[config.mk]
export PLATFORM = sky130hd
export DESIGN_NAME = pipe_stage_buf
export DESIGN_NICKNAME = d
export VERILOG_FILES = /design/src/rtl/pipe_stage_buf.sv
export SDC_FILE = /design/constraint.sdc
export NUM_CORES = 1
export LEC_CHECK = 0
export ABC_AREA = 1
export CORE_MARGIN = 2
export CORE_UTILIZATION = 52
export CTS_CLUSTER_SIZE = 8
export DETAILED_ROUTE_END_ITERATION = 8
export MAX_ROUTING_LAYER = met4
export PLACE_DENSITY = 0.91
export SLEW_MARGIN = 20
export SYNTH_ARGS = -nofsm -noshare
export SYNTH_HDL_FRONTEND = slang
export SYNTH_SLANG_ARGS = --single-unit
[constraint.sdc]
create_clock -name clk -period 2 [get_ports clk]
set_clock_uncertainty 0.2 [all_clocks]
set_input_delay 0.4 -clock clk [delete_from_list [all_inputs] [get_ports clk]]
set_output_delay 0.4 -clock clk [all_outputs]
set_load 0.005 [all_outputs]
[src/rtl/pipe_stage_buf.sv]
// Inter-stage pipeline register with valid/ready handshake, flush, optional 2-entry skid
// buffer and a saturating stall-cycle counter. Payload is opaque to this block.
module pipe_stage_buf #(
  parameter int                DATA_W    = 64,
  parameter int                SKID      = 1,
  parameter int                STALL_W   = 6,
  parameter int                STALL_BIT = 3,
  parameter logic [DATA_W-1:0] NOP_VAL   = '0,
  parameter int                CNT_W     = 16
) (
  input  logic               clk,
  input  logic               rst,
  input  logic [STALL_W-1:0] stall_sign,
  input  logic               flush,
  input  logic               in_valid,
  output logic               in_ready,
  input  logic [DATA_W-1:0]  in_data,
  output logic               out_valid,
  input  logic               out_ready,
  output logic [DATA_W-1:0]  out_data,
  output logic [CNT_W-1:0]   stall_cnt,
  output logic [1:0]         dbg_state
);

  // Handshake: a beat moves on a port when its valid and ready are both high at the
  // rising edge. Upstream data is taken only when in_valid & in_ready & ~flush; the
  // main register is released downstream when out_valid & ~hold.
  typedef enum logic [1:0] {
    ST_EMPTY = 2'd0,
    ST_ONE   = 2'd1,
    ST_FULL  = 2'd2
  } state_t;

  state_t              r_state;
  logic                r_out_valid;
  logic                r_in_ready;
  logic [DATA_W-1:0]   r_main;
  logic [DATA_W-1:0]   r_skid;
  logic [CNT_W-1:0]    r_cnt;

  logic                w_hold;
  logic                w_out_fire;
  logic                w_in_ready;
  logic                w_in_fire;
  logic                w_cnt_sat;

  always_comb begin
    w_hold     = stall_sign[STALL_BIT] | ~out_ready;
    w_out_fire = r_out_valid & ~w_hold;
    // Without the skid entry the stage can only accept when its single slot frees up.
    w_in_ready = (SKID != 0) ? r_in_ready : (~r_out_valid | w_out_fire);
    w_in_fire  = in_valid & w_in_ready & ~flush;
    w_cnt_sat  = &r_cnt;
  end

  always_ff @(posedge clk) begin
    if (rst) begin
      r_state     <= ST_EMPTY;
      r_out_valid <= 1'b0;
      r_in_ready  <= 1'b1;
      r_main      <= NOP_VAL;
      r_skid      <= NOP_VAL;
      r_cnt       <= '0;
    end else begin
      if (r_out_valid && w_hold && !w_cnt_sat)
        r_cnt <= r_cnt + 1'b1;

      if (flush) begin
        r_state     <= ST_EMPTY;
        r_out_valid <= 1'b0;
        r_in_ready  <= 1'b1;
        r_main      <= NOP_VAL;
        r_skid      <= NOP_VAL;
      end else begin
        case (r_state)
          ST_EMPTY: begin
            if (w_in_fire) begin
              r_state     <= ST_ONE;
              r_out_valid <= 1'b1;
              r_main      <= in_data;
            end
          end
          ST_ONE: begin
            if (w_in_fire && w_out_fire) begin
              r_main <= in_data;
            end else if (w_in_fire) begin
              // Only reachable with the skid buffer: park the new beat behind main.
              r_state    <= ST_FULL;
              r_skid     <= in_data;
              r_in_ready <= 1'b0;
            end else if (w_out_fire) begin
              r_state     <= ST_EMPTY;
              r_out_valid <= 1'b0;
              r_main      <= NOP_VAL;
            end
          end
          ST_FULL: begin
            if (w_out_fire) begin
              r_state    <= ST_ONE;
              r_main     <= r_skid;
              r_skid     <= NOP_VAL;
              r_in_ready <= 1'b1;
            end
          end
          default: begin
            r_state     <= ST_EMPTY;
            r_out_valid <= 1'b0;
            r_in_ready  <= 1'b1;
            r_main      <= NOP_VAL;
            r_skid      <= NOP_VAL;
          end
        endcase
      end
    end
  end

  assign in_ready  = w_in_ready;
  assign out_valid = r_out_valid;
  assign out_data  = r_main;
  assign stall_cnt = r_cnt;
  assign dbg_state = r_state;

endmodule

# Word-level counts from Yosys, hierarchy flattened
# Cells that the tools add are included.
# word_totals
reg_bits	148
out_inout_bits	84
# op_classes
add_sub_neg	1
eq_ne	11
n_mux	23
n_bitwise	9
reduce_logical	11
# op_table
cell	n
2-to-1 mux 64 bit	6
one-hot mux 64 bit (3 select lines)	2
adder 16 x 1 -> 16 bit, second input constant	1
AND reduction 16 bit	1
!= test 2 bit, second input constant	6
AND reduction 4 bit	3
2-to-1 mux 2 bit	5
!= test 3 bit, second input constant	3
2-to-1 mux 1 bit	7
one-hot mux 1 bit (3 select lines)	2
one-hot mux 2 bit (3 select lines)	1
inverter 1 bit	5
AND reduction 5 bit	1
AND 1 bit	3
logical AND 1 bit	3
equality test 2 x 1 -> 1 bit, second input constant	1
equality test 2 bit, second input constant	1
zero test 2 bit	1
OR reduction 2 bit	1
zero test 1 bit	1
bitwise OR 1 bit	1

# Logic depth before layout (Yosys ltp)
# logic_depth
depth_word	8
depth_mapped	10
mapped_depth_nobuf	9

# Worst setup path before layout
# No wires, ideal clock.
# synth_timing
path_type	register to register
startpoint	register r_cnt[0], in the netlist stall_cnt[0]
endpoint	register r_cnt[10], in the netlist stall_cnt[10]
setup_time_ns	0.070
t_arrival_ns	1.473
required_ns	1.730
slack_ns	0.256
stages_incl_launch_ff	10
n_path_buf	1
period_less_slack_ns	1.744
path_cell_list	dfxtp_1 > ha_1 > nand3_1 > inv_1 > nand2_1 > nor2_1 > nor2_2 > buf_2 > nand2_1 > a21oi_1
# synth_via
elab_chain_cells	3
elab_cells_between_ends	4
classes_between	1 x add/sub; 3 x reduce/logical
# synth_lines
item	line_no	source
from (decl)	39	logic [CNT_W-1:0] r_cnt;
from (signal assigned)	66	r_cnt <= r_cnt + 1'b1;
parallel branches: the longest is 3 deep, another holds adder 16 x 1 -> 16 bit	-	
# Several ways; the timed one is not identified.
# A chain may end at the register's enable or synchronous reset.

# Worst setup path after layout
# layout_timing
startpoint	register r_cnt[4], in the netlist stall_cnt[4]
endpoint	output stall_cnt[4]
# layout_rtl
item	line_no	source
to (decl)	21	output logic [CNT_W-1:0] stall_cnt,
# No word-level cell between the ends.

==> results_dict.tcl <==
set metrics [dict create \
    cp_data_required_time_ps 1400 \
    ys_ff_latch 148 \
    synth.distinct_cells 21 \
    reg2reg_to "stall_cnt[15]" \
    worst-slew-pin-transition_ps 449 \
    synth_top_cell_area_share_pct 38.6 \
    insertion_delay_ps 430 \
    synth_edf_count 0 \
    synth_top_family_by_area "simple AND/OR/NAND/NOR gates" \
    hold_depth 2 \
    wl_um 22700 \
    setup_viol 0 \
    syn_area_mm2 0.00768 \
    ant_nets 0 \
    grt_pass1_wl_um 37400 \
    dp_hpwl_um 14500 \
    synthArstFlopShare_pct 0 \
    drc 0 \
    r2r_cells 9 \
    p_sw_share_pct 25.3 \
    drtIter0Drc 837 \
    wl_per_cell_um 14.1 \
    worst-r2r-setup-slack_ps 80 \
    fmax_mhz 509 \
    grt_max_degree 66 \
    synth-xor-area-share_pct 0.684 \
    fin_setup_tns_ps 0 \
    muxShareOfSynthArea_pct 0 \
    p_per_area_mw_per_mm2 698 \
    synth_compound_area_share_pct 5.44 \
    max-slew-margin-rel_pct 70.1 \
    hold_viol 0 \
    grt_pass1_vias 8075 \
    dr.pass1.iters 6 \
    cts_sinks 148 \
    switching_power_mw 1.82 \
    synthCells 1276 \
    synthFlopType "dfxtp_1" \
    peakVddDrop_uv 591 \
    crit_path_end_kind "primary output" \
    outcome "finished, final reports clean" \
    grt.total_usage_pct 29.5 \
    maxSlewViolCount 0 \
    yosys_warnings 0 \
    start_kind "register" \
    grt-ovfl-total 0 \
    num-fill-cells 1097 \
    p_leak_nw 4.55 \
    synth.most_common_cell "nand2_1" \
    synth_adder_area_share_pct 0.163 \
    crit_arrival_ps 1370 \
    final_cells 1611 \
    initial_core_util_pct 53.0 \
    rr_startpoint "stall_cnt[1]" \
    synth-simple-area-share_pct 44.0 \
    cp_max_fo 4 \
    p_int_mw 5.38 \
    dieArea_mm2 0.0158 \
    final_net_count 1491 \
    p_total_mw 7.20 \
    fin_crit_sh_pct 98.3 \
    fp.dieW_um 126 \
    vias 8662 \
    via_per_inst 5.38 \
    cts_buffers 17 \
    core_mm2 0.0145 \
    grt_antenna_before_repair 0 \
    rsz0062_at_grt "yes" \
    cts_tree "yes" \
    path_clk_slew_ps 60 \
    hp-class "reg2reg" \
    synth.area.top_cells "dfxtp_1, nand2_1, nor2_1" \
    min_to "out_data[29]" \
    htree_levels 4 \
    die_h_um 126 \
    root_buffer "clkbuf_16" \
    area_growth_pct 34.4 \
    routabilityCongestion 0.868 \
    io_pins 159 \
    clkPwrFrac_pct 43.8 \
    port_buffers 153 \
    dp.cells 1580 \
    cts_buffer_depth 2 \
    synth_common_cells "nand2_1, nor2_1, dfxtp_1" \
    syn-num-nets 1352 \
    period_needed_ps 1970 \
    yosys.area.top_type "dfxtp_1" \
    seq_power_share_pct 42.4 \
    yosysSeqAreaShare_pct 38.6 \
    critical_path_class "reg2out" \
    drive_above_1_share_pct 7.85 \
    num_rows 44 \
    combinationalPowerShare_pct 13.7 \
    worstHoldStart "out_data[29]" \
    syn_area_per_cell_um2 6.02 \
    cap_viol_max_count 0 \
    antenna_cells 0 \
]
what timing repair did:
item / in CTS / in global routing
buffers inserted: 0 / 0
setup endpoints to repair: 6 / 31
gates resized for setup: 9 / 16
hold endpoints to repair: 0 / 0
hold buffers: 0 / 0
stage by stage:
stage                     util [%]  worst slack [ps]  instance area (um2)  hold WS [ps]
final                         71.3              34.3                10300           261
after floorplan                  -               256                 7680           260
after global routing          71.3             -4.13                10300           277
after global placement        67.0              -222                 9700           251
after detailed placement      67.0              -288                 9700           253
after CTS                     71.1              5.01                10300           262
power by group through the flow:
stage	clock network (mW)	logic [mW]	registers [mW]
final	3.16	0.988	3.06
after global routing	3.30	1.09	3.06
after CTS	3.17	0.976	3.05
after detailed placement	0	0.963	3.12
after global placement	0	0.939	3.12
after floorplan	0	0.477	3.11
flip-flops by register name (all words and copies together) (netlist names):
register,cells
dbg_state,2
in_ready,1
out_data,64
out_valid,1
r_skid,64
stall_cnt,16
worst max path at each step:
stage,slack [ps],depth (start not counted),startpoint,to
6_report,30,2,stall_cnt[4],stall_cnt[4]
2_1_floorplan,260,9,stall_cnt[0],stall_cnt[10]
3_5_place_dp,-290,10,in_valid,out_data[59]
5_1_grt,-4,9,stall_cnt[1],stall_cnt[15]
3_3_place_gp,-220,9,in_valid,r_skid[43]
4_1_cts,5,1,stall_cnt[14],stall_cnt[14]
worst max-delay path: stages (launching register included):
cell and delay, ps:
dfxtp_2 330, buf_4 120, clkdlybuf4s50_1 490
per-layer routing:
metal	global-route usage, %	part of all wire, %	vias up
met5	-	0	-
met4	12.9	3.6	0
met3	6.38	7.6	88
met2	49.7	50	432
met1	33.7	39	3911
li1	-	-	4231
cells in the final DEF, fill, tap and decap left out, types with 4 or more instances in the layout:
cell	count
clkbuf_16	17
nand2_1	507
nand4_1	70
dfxtp_1	133
clkdlybuf4s50_1	149
nor2_4	6
a21oi_1	78
buf_12	15
nand3_1	79
clkinv_2	4
inv_2	4
buf_4	34
dfxtp_2	15
inv_1	127
nor2_1	155
cells by family after synthesis:
| logic type | count (synthesis) |
|---|---|
| flip-flops | 148 |
| AND/OR/NAND/NOR | 823 |
| XOR/XNOR | 6 |
| adder cells (fa/ha/maj) | 1 |
| buffers and inverters | 215 |
| AO/OA/AOI/OAI | 83 |
layout make-up:
type / instances / area, um2 / share of cell area (%)
multi-input combinational: 913 / 3920 / 38.0
sequential: 148 / 2980 / 28.9
clock buffer: 22 / 474 / 4.60
inverter: 131 / 492 / 4.77
clock inverter: 9 / 104 / 1.01
tap: 184 / 230 / 2.23
timing repair buffer: 204 / 2110 / 20.5
Note: power is estimated with default switching activity, not from simulation.
